File: config.mk
export PLATFORM = sky130hd
export DESIGN_NAME = pc_sequencer
export DESIGN_NICKNAME = d
export VERILOG_FILES = /design/src/rtl/pc_sequencer_pkg.sv /design/src/rtl/pc_sequencer_sat_counter.sv /design/src/rtl/pc_sequencer.sv
export SDC_FILE = /design/constraint.sdc
export NUM_CORES = 1
export LEC_CHECK = 0
export ABC_AREA = 1
export ABC_CLOCK_PERIOD_IN_PS = 2700
export CAP_MARGIN = 20
export CORE_UTILIZATION = 55
export CTS_BUF_LIST = sky130_fd_sc_hd__clkbuf_16
export DETAILED_ROUTE_END_ITERATION = 6
export PLACE_DENSITY = 0.9
export SLEW_MARGIN = 20
export SYNTH_ARGS = -nofsm -noshare
export SYNTH_HDL_FRONTEND = slang
export SYNTH_SLANG_ARGS = --single-unit
File: constraint.sdc
create_clock -name phi1 -period 2.7 [get_ports phi1]
set_input_delay 0.81 -clock phi1 [delete_from_list [all_inputs] [get_ports phi1]]
set_output_delay 0.81 -clock phi1 [all_outputs]
set_load 0.005 [all_outputs]
File: src/rtl/pc_sequencer_pkg.sv
`default_nettype none
// ============================================================================
// Module  : pc_sequencer_pkg
// Purpose : Shared types and constants for the PC sequencer: the 1-bit
//           sequencer state encoding, the sequential PC increment and a
//           word-alignment helper for redirect targets.
// Ports   : none (package)
// Revision: 1.0  initial release
// ============================================================================
package pc_sequencer_pkg;

    // RUN: no redirect pending.  PEND: a redirect target is held until fetch unstalls.
    typedef enum logic [0:0] {
        PCS_RUN  = 1'b0,
        PCS_PEND = 1'b1
    } pcs_state_e;

    localparam logic [31:0] c_PC_INC = 32'd4;

    // Instruction fetch addresses are word aligned; low two bits are dropped.
    function automatic logic [31:0] align_word(input logic [31:0] addr);
        return addr & ~32'd3;
    endfunction

endpackage : pc_sequencer_pkg
`default_nettype wire

File: src/rtl/pc_sequencer_sat_counter.sv
`default_nettype none
// ============================================================================
// Module  : pc_sequencer_sat_counter
// Purpose : W-bit up counter that increments on i_en and sticks at all-ones
//           instead of wrapping. Synchronous clear.
// Ports   : clk      in  1  clock, rising edge
//           i_clear  in  1  synchronous clear to zero
//           i_en     in  1  count enable
//           o_count  out W  current count
// Revision: 1.0  initial release
// ============================================================================
module pc_sequencer_sat_counter
    import pc_sequencer_pkg::*;
#(
    parameter int W = 16
) (
    input  logic         clk,
    input  logic         i_clear,
    input  logic         i_en,
    output logic [W-1:0] o_count
);

    localparam logic [W-1:0] c_ONE = W'(1);

    logic [W-1:0] r_count_q;
    logic [W-1:0] w_count_d;

    always_comb begin
        w_count_d = r_count_q;
        if (i_en && (r_count_q != '1)) begin
            w_count_d = r_count_q + c_ONE;
        end
    end

    always_ff @(posedge clk) begin
        if (i_clear) begin
            r_count_q <= '0;
        end else begin
            r_count_q <= w_count_d;
        end
    end

    assign o_count = r_count_q;

endmodule : pc_sequencer_sat_counter
`default_nettype wire

File: src/rtl/pc_sequencer.sv
`default_nettype none
// ============================================================================
// Module  : pc_sequencer
// Purpose : Owns the fetch PC. Resolves EX-stage branches/jumps using the
//           quick-compare result, redirects fetch (deferring the redirect
//           while fetch is stalled), squashes wrong-path instructions and
//           keeps saturating taken / not-taken branch counters.
// Ports   : phi1        in  1      clock, rising edge
//           reset       in  1      synchronous, active-high
//           FetchStall  in  1      fetch stalled; PC holds
//           BrValid     in  1      conditional branch in EX
//           BrResult    in  1      branch taken
//           BrTarget    in  32     branch target
//           JmpValid    in  1      jump in EX
//           JmpTarget   in  32     jump target
//           ExcValid    in  1      exception committed
//           BrLikely    in  1      branch-likely (only with PCSEQ_BRLIKELY_EN)
//           PC          out 32     fetch address
//           SquashIF    out 1      kill instruction entering ID
//           SquashID    out 1      kill instruction entering EX
//           TakenCnt    out CNT_W  taken-branch count
//           NTakenCnt   out CNT_W  not-taken-branch count
// Config  : PCSEQ_BRLIKELY_EN  adds BrLikely; an untaken branch-likely
//           annuls its delay slot through SquashID.
// Revision: 1.0  initial release
// ============================================================================
module pc_sequencer
    import pc_sequencer_pkg::*;
#(
    parameter logic [31:0] RESET_PC   = 32'hBFC0_0000,
    parameter logic [31:0] EXC_VECTOR = 32'h8000_0080,
    parameter int          CNT_W      = 16
) (
    input  logic             phi1,
    input  logic             reset,
    input  logic             FetchStall,
    input  logic             BrValid,
    input  logic             BrResult,
    input  logic [31:0]      BrTarget,
    input  logic             JmpValid,
    input  logic [31:0]      JmpTarget,
    input  logic             ExcValid,
`ifdef PCSEQ_BRLIKELY_EN
    input  logic             BrLikely,
`endif
    output logic [31:0]      PC,
    output logic             SquashIF,
    output logic             SquashID,
    output logic [CNT_W-1:0] TakenCnt,
    output logic [CNT_W-1:0] NTakenCnt
);

    pcs_state_e  r_state_q, w_state_d;
    logic [31:0] r_pc_q,    w_pc_d;
    logic [31:0] r_pend_q,  w_pend_d;
    logic        r_sqif_q,  w_sqif_d;
    logic        r_sqid_q,  w_sqid_d;

    logic        w_req;
    logic [31:0] w_tgt;
    logic        w_annul;

    // A branch in EX selects its own target even when a jump is also flagged.
    assign w_req = (BrValid & BrResult) | JmpValid;
    assign w_tgt = align_word(BrValid ? BrTarget : JmpTarget);

`ifdef PCSEQ_BRLIKELY_EN
    assign w_annul = BrValid & BrLikely & ~BrResult;
`else
    assign w_annul = 1'b0;
`endif

    always_comb begin
        w_state_d = r_state_q;
        w_pc_d    = r_pc_q;
        w_pend_d  = r_pend_q;
        w_sqif_d  = 1'b0;
        w_sqid_d  = w_annul;

        if (ExcValid) begin
            // Exception overrides everything, including a held redirect and the stall.
            w_pc_d    = EXC_VECTOR;
            w_state_d = PCS_RUN;
            w_pend_d  = '0;
            w_sqif_d  = 1'b1;
            w_sqid_d  = 1'b1;
        end else if (r_state_q == PCS_PEND) begin
            // While a redirect is held, later requests are ignored: the first one wins.
            if (!FetchStall) begin
                w_pc_d    = r_pend_q;
                w_state_d = PCS_RUN;
                w_pend_d  = '0;
                w_sqif_d  = 1'b1;
            end
        end else if (w_req) begin
            if (FetchStall) begin
                w_pend_d  = w_tgt;
                w_state_d = PCS_PEND;
            end else begin
                w_pc_d   = w_tgt;
                w_sqif_d = 1'b1;
            end
        end else if (!FetchStall) begin
            w_pc_d = r_pc_q + c_PC_INC;
        end
    end

    always_ff @(posedge phi1) begin
        if (reset) begin
            r_state_q <= PCS_RUN;
            r_pc_q    <= RESET_PC;
            r_pend_q  <= '0;
            r_sqif_q  <= 1'b0;
            r_sqid_q  <= 1'b0;
        end else begin
            r_state_q <= w_state_d;
            r_pc_q    <= w_pc_d;
            r_pend_q  <= w_pend_d;
            r_sqif_q  <= w_sqif_d;
            r_sqid_q  <= w_sqid_d;
        end
    end

    // Branch statistics count every resolved branch, whatever the stall or state.
    pc_sequencer_sat_counter #(.W(CNT_W)) u_taken_cnt (
        .clk     (phi1),
        .i_clear (reset),
        .i_en    (BrValid & BrResult),
        .o_count (TakenCnt)
    );

    pc_sequencer_sat_counter #(.W(CNT_W)) u_ntaken_cnt (
        .clk     (phi1),
        .i_clear (reset),
        .i_en    (BrValid & ~BrResult),
        .o_count (NTakenCnt)
    );

    assign PC       = r_pc_q;
    assign SquashIF = r_sqif_q;
    assign SquashID = r_sqid_q;

endmodule : pc_sequencer
`default_nettype wire

==> results.yml <==
run_status:
  status: "complete, no violations"
min_path:
  hp-class: "reg -> reg"
pwr:
  power_density_nw_per_um2: 442.3
  ir_worst_vdd_uv: 283.9
  pwr-share-clk_pct: 37.8
  p_leak_nw: 2.928
  pwr-share-seq_pct: 46.2
  switchingPower_w: 0.0008800
  pwr-share-comb_pct: 16.1
  p_sw_share_pct: 26.52
  power.internal_w: 0.002438
drt:
  vias: 6533
  wl_per_cell_um: 14.28
  vias_per_cell: 5.476
  ant_nets: 0
  drc: 0
  first_pass_iters: 7
  drtIter0Drc: 567
  totalWireLength_um: 17030
worst_setup_path:
  worst_setup_path_end_kind: "output port"
  path_cells: "clkdlybuf4s50_1"
  cp.arrival_ps: 1460
  cp-start-kind: "flip-flop"
  critPathMaxStageDelay_ps: 590
  path_delay_family: "buffers and inverters"
  worst-path-buf-inv: 1
  crit_type: "reg -> out"
  worstPathRequired_ps: 1890
  crit_slowest_cell: "clkdlybuf4s50_1"
  crit_fanout: 9
placement:
  io_buffers: 132
  dpl.hpwl_um: 12430
  gp_congestion: 0.9458
clock_network:
  clk_latency_ps: 340
  postCtsResizedCells: 0
  cts_num_sinks: 97
  cts-root-buf: "clkbuf_16"
  clk_pin_slew_ps: 70
  cts_setup_buffers: 0
  clockBufferDepth: 2
  cts_tree: "built"
  cts-hold-fix-buffers: 0
  numCtsBuffers: 9
  htreeDepth: 3
sta:
  fin_tns_setup_ps: 0
  clock.fmax_ghz: 0.4408
  worstMarginPinSlew_ps: 583.1
  max_slew_margin_pct: 60.72
  fin_worst_skew_ps: 8.915
  slew_viol_final: 0
  min_period_ps: 2269
  grt_setup_unrepaired: "no"
  finalCritPeriodShare_pct: 84.03
  setup_viol: 0
  finalHoldViolations: 0
logic_synthesis:
  syn_area_um2: 5756
  yosys-top-cells-area: "dfxtp_1, nand2_1, a21oi_1"
  yosys_warnings: 0
  postSynthCellCount: 931
  yosys.area.top_type: "dfxtp_1"
  synth_top_area_share_pct: 33.74
  syn_avg_cell_area_um2: 6.182
  synth-seq-cells: 97
  seq_area_frac_synth_pct: 33.74
  synth_nets: 1005
  ys_types: 40
floorplanning:
  dieArea_um2: 10880
  core_area_um2: 9955
  io_pins: 137
  rows: 36
  die_w_um: 104.3
  die_y_um: 104.3
  start_util_pct: 57.82
finish:
  final_nets: 1130
  nFillCells: 786
  antenna_cells: 0
  area_growth_pct: 30.33
  fin_util_pct: 75.35
  drive_gt1_share_pct: 5.660
global_route:
  grt_max_degree: 37
  first_global_vias: 6262
  overflow: 0
  grt_usage_pct: 32.08
  antenna_found_initial: 0
  grt_pass1_wl_um: 28580
flow_run:
  cap_violations: 0
[layout make-up]
class	count	area (µm²)	area share, %
multi-input cells	713	3301	44.00
flip-flops and latches	97	1942	25.89
clock inverters	6	60.06	0.8007
inverters	84	317.8	4.237
well taps	133	166.4	2.219
clock buffers	9	225.2	3.003
repair buffers	151	1489	19.85
[kinds of logic (layout without fill, tap and decap cells)]
| group | count (synthesis) | in the layout | synth area share [%] |
|---|---|---|---|
| flip-flops | 97 | 97 | 33.74 |
| XOR/XNOR | 28 | 28 | 4.261 |
| AND/OR/NAND/NOR | 516 | 516 | 36.87 |
| AO/OA/AOI/OAI | 166 | 166 | 15.57 |
| buffers and inverters | 121 | 250 | 8.913 |
| adder cells (fa/ha/maj) | 3 | 3 | 0.6522 |
[path summary, 6_finish.rpt]
| kind | from | to | slack, ps | cells after the start |
|---|---|---|---|---|
| worst max-delay path | PC[2] | PC[2] | 430 | 1 |
| worst min-delay path | PC[1] | PC[1] | 440 | 2 |
| worst max register to register | PC[2] | PC[22] | 740 | 10 |
| worst min register to register | PC[1] | PC[1] | 440 | 2 |
[metrics by stage]
| stage | area, µm² | setup WS (ps) | hold slack [ps] | total power (W) | instances |
|---|---|---|---|---|---|
| after detailed placement | 7216 | 109.3 | 437.3 | 0.002085 | 1178 |
| after CTS | 7501 | 427.2 | 446.8 | 0.003315 | 1193 |
| after global routing | 7501 | 349.4 | 466.9 | 0.003450 | 1193 |
| final | 7501 | 431.1 | 443.7 | 0.003318 | 1193 |
| after global placement | 7216 | 146.4 | 433.2 | 0.002073 | 1178 |
| after floorplan | 5756 | 884.7 | 439.8 | 0.001826 | 931 |
[tightest hold or removal path: cells and delay by family (launching register included)]
| family | cells | cell delay, ps |
|---|---|---|
| flip-flops | 1 | 310 |
| AND/OR/NAND/NOR | 2 | 100 |
[registers in the layout, summed over array words and instances, names as in the netlist]
name,cells
r_pend_q,30
r_state_q,1
PC,32
SquashIF,1
SquashID,1
u_taken_cnt.o_count,16
u_ntaken_cnt.o_count,16
[per-layer routing]
metal  wire length (µm)  track usage (%)  vias to the layer above
met5                  0                0                        -
met4                573            14.80                        0
met3               1291            6.516                       60
met2               8090            54.21                      317
met1               7078            38.93                     2928
li1                   -                -                     3228
[layout by cell type (no fill, tap or decap), types with 2 or more instances in the layout]
master / synthesis / layout
a21oi_1: 100 / 100
xor2_1: 24 / 24
or2_0: 2 / 2
o221ai_1: 8 / 8
a211oi_1: 5 / 5
clkbuf_16: 0 / 9
nor2_1: 101 / 101
buf_12: 0 / 2
nand2_1: 323 / 323
inv_1: 77 / 78
or2_2: 10 / 10
ha_1: 3 / 3
clkinv_2: 0 / 2
nor3_2: 2 / 2
clkdlybuf4s50_1: 0 / 132
nand4_1: 6 / 6
a21oi_2: 2 / 2
dfxtp_1: 97 / 97
nand3_1: 47 / 47
nor3_1: 18 / 18
xnor2_1: 4 / 4
inv_2: 6 / 6
o21ai_1: 2 / 2
o21ai_0: 44 / 44
buf_4: 1 / 17
[cells in the mapped netlist]
cell,number
a211oi_1,5
clkbuf_1,11
o211ai_1,1
nor3_2,2
buf_2,20
o21ai_1,2
a22o_1,1
a31oi_1,1
or2_0,2
a21oi_1,100
nand4_1,6
inv_2,6
inv_1,77
nand2_2,1
a221oi_1,1
dfxtp_1,97
a311oi_1,1
nand2_1,323
buf_6,2
buf_8,1
or2_2,10
nor2_2,1
nor2_1,101
nand2_4,1
buf_1,1
clkbuf_2,1
xnor2_1,4
buf_4,1
nor2_4,1
o221ai_1,8
xor2_1,24
a21oi_2,2
nand3_1,47
ha_1,3
nor2_8,1
nor3_1,18
nand3b_1,1
nand3_2,1
inv_4,1
o21ai_0,44
[power groups by stage]
stage / Clock, W / Combinational, W / Sequential, W
finish: 0.00125 / 0.000533 / 0.00153
global route: 0.00133 / 0.000586 / 0.00154
CTS: 0.00126 / 0.000528 / 0.00153
detailed placement: 0 / 0.000525 / 0.00156
global placement: 0 / 0.000513 / 0.00156
floorplan: 0 / 0.000277 / 0.00155
No activity file was read; power rests on OpenSTA's default activity.
